<file path="config.mk">
export PLATFORM = sky130hd
export DESIGN_NAME = sub_chain
export DESIGN_NICKNAME = d
export VERILOG_FILES = /design/src/rtl/sub_chain_pkg.sv /design/src/rtl/chain_stage.sv /design/src/rtl/sub_chain.sv
export SDC_FILE = /design/constraint.sdc
export NUM_CORES = 1
export LEC_CHECK = 0
export CORE_MARGIN = 10
export CORE_UTILIZATION = 59
export DETAILED_ROUTE_END_ITERATION = 8
export DONT_BUFFER_PORTS = 1
export PLACE_DENSITY = 0.75
export SYNTH_ARGS = -nofsm -noshare
export SYNTH_HDL_FRONTEND = slang
export SYNTH_SLANG_ARGS = --single-unit
</file>
<file path="constraint.sdc">
create_clock -name clk -period 2 [get_ports clk]
set_input_delay 0.2 -clock clk [delete_from_list [all_inputs] [get_ports clk]]
set_output_delay 0.2 -clock clk [all_outputs]
set_load 0.005 [all_outputs]
</file>
<file path="src/rtl/sub_chain_pkg.sv">
// Shared types for the sub_chain elastic pipeline: per-stage state and the
// helper that turns a stage state into the number of words it holds.
package sub_chain_pkg;

  typedef enum logic [1:0] {
    ST_EMPTY = 2'd0,
    ST_ONE   = 2'd1,
    ST_TWO   = 2'd2
  } stage_state_e;

  function automatic logic [1:0] stage_count(input stage_state_e s);
    case (s)
      ST_ONE:  return 2'd1;
      ST_TWO:  return 2'd2;
      default: return 2'd0;
    endcase
  endfunction

endpackage

</file>
<file path="src/rtl/chain_stage.sv">
// One elastic stage: main register plus skid register, so up_ready depends
// only on registered state and the stage still sustains one word per cycle.
//
// state    | meaning
// ST_EMPTY | no word held
// ST_ONE   | one word in r_main
// ST_TWO   | r_main holds the oldest word, r_skid the next one
module chain_stage
  import sub_chain_pkg::*;
#(
  parameter int WIDTH = 8
) (
  input  logic             clk,
  input  logic             rst_n,
  input  logic             i_flush,
  input  logic             i_up_valid,
  output logic             o_up_ready,
  input  logic [WIDTH-1:0] i_up_data,
  output logic             o_dn_valid,
  input  logic             i_dn_ready,
  output logic [WIDTH-1:0] o_dn_data,
  output logic [1:0]       o_count
);

  stage_state_e     r_state;
  logic [WIDTH-1:0] r_main;
  logic [WIDTH-1:0] r_skid;
  logic             w_push;
  logic             w_pop;

  // Flush masks both handshakes so nothing moves in the flush cycle.
  assign o_up_ready = (r_state != ST_TWO) && !i_flush;
  assign o_dn_valid = (r_state != ST_EMPTY) && !i_flush;
  assign o_dn_data  = r_main;
  assign o_count    = stage_count(r_state);

  assign w_push = i_up_valid && o_up_ready;
  assign w_pop  = o_dn_valid && i_dn_ready;

  always_ff @(posedge clk or negedge rst_n) begin
    if (!rst_n) begin
      r_state <= ST_EMPTY;
      r_main  <= '0;
      r_skid  <= '0;
    end else if (i_flush) begin
      r_state <= ST_EMPTY;
      r_main  <= '0;
      r_skid  <= '0;
    end else begin
      case (r_state)
        ST_EMPTY: begin
          if (w_push) begin
            r_state <= ST_ONE;
            r_main  <= i_up_data;
          end
        end
        ST_ONE: begin
          if (w_push && w_pop) begin
            r_main <= i_up_data;
          end else if (w_push) begin
            r_state <= ST_TWO;
            r_skid  <= i_up_data;
          end else if (w_pop) begin
            r_state <= ST_EMPTY;
          end
        end
        ST_TWO: begin
          if (w_pop) begin
            r_state <= ST_ONE;
            r_main  <= r_skid;
          end
        end
        default: r_state <= ST_EMPTY;
      endcase
    end
  end

endmodule

</file>
<file path="src/rtl/sub_chain.sv">
// DEPTH elastic stages in series with flush and occupancy reporting; each
// stage adds one cycle of latency and two words of slack.
module sub_chain
  import sub_chain_pkg::*;
#(
  parameter  int WIDTH = 8,
  parameter  int DEPTH = 2,
  localparam int CNT_W = $clog2(2*DEPTH+1)
) (
  input  logic             clk,
  input  logic             rst_n,
  input  logic             flush,
  input  logic             in_valid,
  output logic             in_ready,
  input  logic [WIDTH-1:0] in_data,
  output logic             out_valid,
  input  logic             out_ready,
  output logic [WIDTH-1:0] out_data,
  output logic [CNT_W-1:0] occupancy
);

  if (DEPTH < 1) begin : g_bad_depth
    $error("sub_chain: DEPTH must be at least 1");
  end
  if (WIDTH < 1) begin : g_bad_width
    $error("sub_chain: WIDTH must be at least 1");
  end

  // Link k is the upstream side of stage k; link DEPTH is the chain output.
  logic             w_valid [0:DEPTH];
  logic             w_ready [0:DEPTH];
  logic [WIDTH-1:0] w_data  [0:DEPTH];
  logic [1:0]       w_cnt   [0:DEPTH-1];
  logic [CNT_W-1:0] w_occ;

  assign w_valid[0]     = in_valid;
  assign w_data[0]      = in_data;
  assign in_ready       = w_ready[0];
  assign out_valid      = w_valid[DEPTH];
  assign out_data       = w_data[DEPTH];
  assign w_ready[DEPTH] = out_ready;

  for (genvar k = 0; k < DEPTH; k++) begin : g_stage
    chain_stage #(.WIDTH(WIDTH)) u_stage (
      .clk        (clk),
      .rst_n      (rst_n),
      .i_flush    (flush),
      .i_up_valid (w_valid[k]),
      .o_up_ready (w_ready[k]),
      .i_up_data  (w_data[k]),
      .o_dn_valid (w_valid[k+1]),
      .i_dn_ready (w_ready[k+1]),
      .o_dn_data  (w_data[k+1]),
      .o_count    (w_cnt[k])
    );
  end

  always_comb begin
    w_occ = '0;
    for (int k = 0; k < DEPTH; k++) begin
      w_occ = w_occ + CNT_W'(w_cnt[k]);
    end
  end

  assign occupancy = w_occ;

endmodule

</file>
==> metrics.cfg, run 1 <==
[die]
start_util = 0.615
rows = 21
die_area_sq_um = 6270
pin_count = 26
coreArea_sq_um = 3360
die_h_um = 79.2
die_width_um = 79.2

[sta]
finalHoldViolations = 0
rsz0062_at_grt = false
setup_viol = 0
worst_slew_pin_slew_ps = 767
finalWorstPathRequiredPeriod_ps = 1960
relSlewSlack = 0.487
max_clock_freq_ghz = 0.511
fin_crit_sh = 0.979
clock_skew_ps = 10.9
finalMaxSlewViolations = 0
fin_setup_tns_ps = 0

[detailed_routing]
drtIter0Drc = 95
drt_first_pass_iters = 4
viasPerCell = 5.95
drc = 0
antenna_left = 0
totalWireLength_um = 4120
vias = 1405
wl_per_cell_um = 17.5

[synth]
synth_area_sq_um = 2070
synth_nets = 207
ys_seq_area_frac = 0.436
yosysUniqueCellTypes = 36
ys_warn_count = 0
avgSynthCellArea_sq_um = 11.3
syn_inst = 183
synth_seq_cells = 36

[worst_setup_path]
crit_type = reg -> reg
worst_setup_path_end_kind = flop
required_ps = 2260
rrSetupSlack_ps = 40
cp.arrival_ps = 2220
cp-start-kind = flop
crit_fanout = 5
r2r_cells = 6

[clock_tree]
cts_tree = yes
cts_buffer_depth = 2
clk-insertion-delay-late_ps = 340
cts.sinks = 36
cts.htree.levels = 2
path_clk_slew_ps = 110
cts_root_buf = clkbuf_4
numCtsBuffers = 5

[layout]
fill_cells = 285
finish.net_count = 213
n_antenna_cell = 0
final_common_cell = dfrtp_1
drive_above_1_share = 0.184
final_cell_mix = dfrtp_1 (35), mux2i_1 (33), nor2_1 (22)
area_delta_synth_final_pct = 7.93

[power]
combPwrFrac = 0.453
peakVddDrop_mv = 0.558
p_leak_uw = 0.000997
p_per_area_nw_per_um2 = 1220
switching_power_uw = 1090
netSwitchingFraction = 0.398
power_uw = 2730
sequentialPowerShare = 0.398
clkPwrFrac = 0.149
p_int_uw = 1640

[place]
io_buffers = 0
hpwlAfterDp_um = 2890
gp_congestion = 0.781

[min_path]
hold_path_depth = 2
hold_path_class = in -> reg

[global_route]
grt_pass1_vias = 1456
grt_max_degree = 37
grt_pass1_wl_um = 6930
grt_overflow_total = 0
grtUsageTotal = 0.136
grt_antenna_before_repair = 0

[run_status]
status = completed

[job]
maxCapViolCount = 0

## layer usage
layer	wire, um	part of all wire	global-route usage	vias to the layer above
met5	0	0	0	-
met4	49	0.012	0.0358	0
met3	319	0.077	0.0653	5
met2	1970	0.48	0.227	32
met1	1780	0.43	0.152	694
li1	-	-	-	674
## through the flow
step           hold WS (ps)   util  setup WS (ps)  area, sq um  std cells
6_report               20.6  0.663           42.9         2230        236
5_1_grt                17.9  0.663           4.87         2230        236
4_1_cts                5.41  0.653           41.5         2200        234
3_5_place_dp          -94.4  0.618           35.8         2080        222
3_3_place_gp          -94.4  0.618            168         2080        222
2_1_floorplan         -95.6      -            205         2070        183
## power by group through the flow
stage | Combinational, uW | Sequential, uW | Clock, uW
global route | 1350 | 1120 | 445
global placement | 1070 | 1080 | 0
floorplan | 1000 | 1040 | 0
detailed placement | 1130 | 1100 | 0
finish | 1240 | 1090 | 406
CTS | 1190 | 1080 | 420
## final cells by class
type | count | area (sq um) | share of cell area
inverter | 6 | 22.5 | 0.0101
sequential | 36 | 902 | 0.404
multi-input combinational | 128 | 1080 | 0.484
clock buffer | 6 | 51.3 | 0.0230
tap | 46 | 57.6 | 0.0258
timing repair buffer | 12 | 108 | 0.0482
clock inverter | 2 | 10.0 | 0.00449
## cell usage after synthesis (all sizes together)
master	n	area [sq um]
dfrtp	36	901
nor2	23	88.8
a21oi	4	27.5
a2111o	1	11.3
o21a	1	7.51
a221o	8	80.1
clkbuf	3	11.3
nor3	12	60.1
nor2b	3	26.3
and3b	1	8.76
o31ai	1	7.51
or3	1	6.26
inv	6	22.5
nand2b	2	20.0
nand2	2	10.0
nor3b	9	77.6
o21ai	2	10.0
fa	1	20.0
ha	10	125
a31oi	1	6.26
buf	10	80.1
or2	1	6.26
o2bb2ai	8	70.1
o32ai	1	16.3
a311o	1	10.0
mux2	2	26.3
mux2i	33	330
## final timing paths
kind	from	end
setup / recovery	g_stage[1].u_stage.r_state[0]$_DFFE_PN0P_	g_stage[1].u_stage.r_state[0]$_DFFE_PN0P_
hold / removal	in_data[4]	g_stage[0].u_stage.r_skid[4]$_DFFE_PN0P_
setup reg to reg	g_stage[1].u_stage.r_state[0]$_DFFE_PN0P_	g_stage[1].u_stage.r_state[0]$_DFFE_PN0P_
hold reg to reg	g_stage[0].u_stage.r_skid[4]$_DFFE_PN0P_	g_stage[0].u_stage.r_skid[4]$_DFFE_PN0P_
max in group asynchronous	rst_n	g_stage[0].u_stage.r_state[0]$_DFFE_PN0P_
min in group asynchronous	rst_n	g_stage[1].u_stage.r_state[1]$_DFFE_PN0P_
## state kept, by name (all words and copies together) (netlist names)
signal,count
g_stage.u_stage.o_dn_data,16
g_stage.u_stage.r_skid,16
g_stage.u_stage.r_state,4
## worst max-delay path: stages (launching register included)
cell and delay [ps]:
dfrtp_1 430, inv_1 110, ha_1 310, nor2b_4 210, mux2_4 330, or3_1 320
a21oi_1 170
## what timing repair did
item                                    4_1_cts  5_1_grt
cloned                                        0        0
endpoints found under the setup margin        1       27
hold buffers                                  3        0
endpoints found under the hold margin        55        0
resized for setup                             3        6
setup buffers                                 1        2
## logic make-up (layout without fill, tap and decap cells)
family / after synthesis / count (layout) / synth area share
AND/OR/NAND/NOR: 54 / 54 / 0.147
flip-flops: 36 / 36 / 0.436
multiplexers: 35 / 35 / 0.173
AO/OA/AOI/OAI: 28 / 28 / 0.119
buffers and inverters: 19 / 26 / 0.0551
adder cells (fa/ha/maj): 11 / 11 / 0.0702
(Power assumes the default switching activity.)
==> inputs of run 2 (changes only) <==
--- a/config.mk
+++ b/config.mk
@@ -7,8 +7,10 @@
 export LEC_CHECK = 0
 export CORE_MARGIN = 10
 export CORE_UTILIZATION = 59
+export CTS_CLUSTER_DIAMETER = 30
 export DETAILED_ROUTE_END_ITERATION = 8
 export DONT_BUFFER_PORTS = 1
+export GPL_TIMING_DRIVEN = 0
 export PLACE_DENSITY = 0.75
 export SYNTH_ARGS = -nofsm -noshare
 export SYNTH_HDL_FRONTEND = slang
==> metrics.cfg, run 2 (synthesized netlist as in run 1, its figures left out) <==
[run_status]
status = completed

[worst_setup_path]
reg2reg_to = g_stage[0].u_stage.o_dn_data[4]$_DFFE_PN0P_
required_ps = 1800  ; -460 ps
cp_cell_sequence = inv_2 > ha_4 > ha_4 > fa_1
slowest_stage = fa_1
cp-start-kind = flop
cp.arrival_ps = 1730  ; -490 ps
reg2reg_from = g_stage[0].u_stage.r_state[1]$_DFFE_PN0P_
worstSetupStartpoint = g_stage[1].u_stage.r_state[1]$_DFFE_PN0P_
worst_setup_path_end_kind = output pin
endpoint = occupancy[1]
cpMostUsedCell = ha_4
r2r_cells = 7  ; +1
critPathMaxStageDelay_ps = 520  ; +90 ps
crit_type = reg -> out
rrSetupSlack_ps = 70  ; +30 ps
crit_fanout = 5  ; unchanged

[sta]
rsz0062_at_grt = true
finalMaxSlewViolations = 0  ; unchanged
fin_setup_tns_ps = 0  ; unchanged
relSlewSlack = 0.669  ; +0.182
max_clock_freq_ghz = 0.518  ; +1.5%
setup_viol = 0  ; unchanged
clock_skew_ps = 4.21  ; -6.71 ps
worst_slew_pin_slew_ps = 497  ; -270 ps
holdWs_ps = 13.3  ; -7.30 ps
fin_crit_sh = 0.965  ; -0.0140
finalHoldViolations = 0  ; unchanged
finalWorstPathRequiredPeriod_ps = 1930  ; -28.1 ps

[die]
die_width_um = 79.2  ; unchanged
die_h_um = 79.2  ; unchanged
rows = 21  ; unchanged
start_util = 0.615  ; unchanged
die_area_sq_um = 6270  ; unchanged
coreArea_sq_um = 3360  ; unchanged
pin_count = 26  ; unchanged

[layout]
final_cell_mix = dfrtp_1 (35), mux2i_1 (32), nor2_1 (22)
final_common_cell = dfrtp_1
area_delta_synth_final_pct = 13.1
n_antenna_cell = 0  ; unchanged
stdcell_area_sq_um = 2340  ; +4.8%
finish.net_count = 220  ; +3.3%
drive_above_1_share = 0.223  ; +0.0391

[job]
maxCapViolCount = 0  ; unchanged

[place]
gp_congestion = 0.733  ; -6.1%
io_buffers = 0  ; unchanged
place_area_sq_um = 2120  ; +2.2%
hpwlAfterDp_um = 3000  ; +3.7%

[detailed_routing]
viasPerCell = 5.76  ; -3.3%
wl_per_cell_um = 17.0  ; -2.6%
vias = 1399  ; -0.43%
drc = 0  ; unchanged
totalWireLength_um = 4130  ; +0.24%
antenna_left = 0  ; unchanged
drtIter0Drc = 88  ; -7.4%
drt_first_pass_iters = 6  ; +2

[clock_tree]
cts.sinks = 36  ; unchanged
cts_tree = yes
path_clk_slew_ps = 90  ; -20 ps
cts_root_buf = clkbuf_4
cts.htree.levels = 2  ; unchanged
clk-insertion-delay-late_ps = 340  ; about the same
numCtsBuffers = 5  ; unchanged
cts_buffer_depth = 2  ; unchanged

[global_route]
grt_max_degree = 37  ; unchanged
grt_pass1_wl_um = 6870  ; -0.79%
grt_antenna_before_repair = 0  ; unchanged
grt_pass1_vias = 1443  ; -0.89%
grt_overflow_total = 0  ; unchanged
grtUsageTotal = 0.138  ; +0.00241

[power]
p_per_area_nw_per_um2 = 1240  ; +1.4%
p_leak_uw = 0.00102  ; +2.4%
peakVddDrop_mv = 0.851  ; +52%

[min_path]
min_from = in_data[5]
hold_path_class = in -> reg

[run 2: worst max-delay path: cells and delay by family, from the launching register on]
kind                       cells  cell delay, ps
adders and majority gates      3             870
buffers and inverters          1              80
DFF                            1             440
[run 2: worst min-delay path by stage]
stage	cells past startpoint	end	slack, ps
finish	2	g_stage[0].u_stage.r_skid[5]$_DFFE_PN0P_	10
detailed placement	0	g_stage[1].u_stage.o_dn_data[7]$_DFFE_PN0P_	-90
floorplan	0	g_stage[0].u_stage.o_dn_data[0]$_DFFE_PN0P_	-100
global placement	0	g_stage[1].u_stage.r_state[0]$_DFFE_PN0P_	-90
CTS	2	g_stage[0].u_stage.r_skid[3]$_DFFE_PN0P_	2
global route	2	g_stage[0].u_stage.r_skid[2]$_DFFE_PN0P_	20
[run 2: stage by stage]
step	setup WS [ps]	instances	utilization	total power, uW
floorplan	205	183	-	2040
global placement	90.8	229	0.632	2210
detailed placement	-36.6	229	0.632	2280
CTS	8.81	240	0.670	2770
global route	-12.7	243	0.695	3110
finish	71.0	243	0.695	2900
[run 2: area by class of cell]
class	instances	area (sq um)
Buffer	12	88.8
Clock buffer	8	58.8
Fill cell	267	1030
Inverter	6	22.5
Multi-Input combinational cell	128	1140
Sequential cell	36	902
Tap cell	46	57.6
Timing Repair Buffer	7	67.6
[run 2: what timing repair did]
item / in CTS / in global routing
setup buffers: 1 / 4
hold buffers: 2 / 0
resized for setup: 7 / 13
endpoints found under the setup margin: 3 / 28
endpoints found under the hold margin: 36 / 0
pin swaps: 1 / 4
[run 2: layer usage]
layer	share of wire	global-route usage	wire, um	vias up
met5	0	0	0	-
met4	0.0097	0.0323	40	0
met3	0.087	0.0800	358	5
met2	0.48	0.233	1980	34
met1	0.42	0.146	1750	672
li1	-	-	-	688
[run 2: report_power, final]
part           internal (uW)  switching, uW
Sequential               911            170
Clock                    173            224
Combinational            665            755
Total                   1750           1150
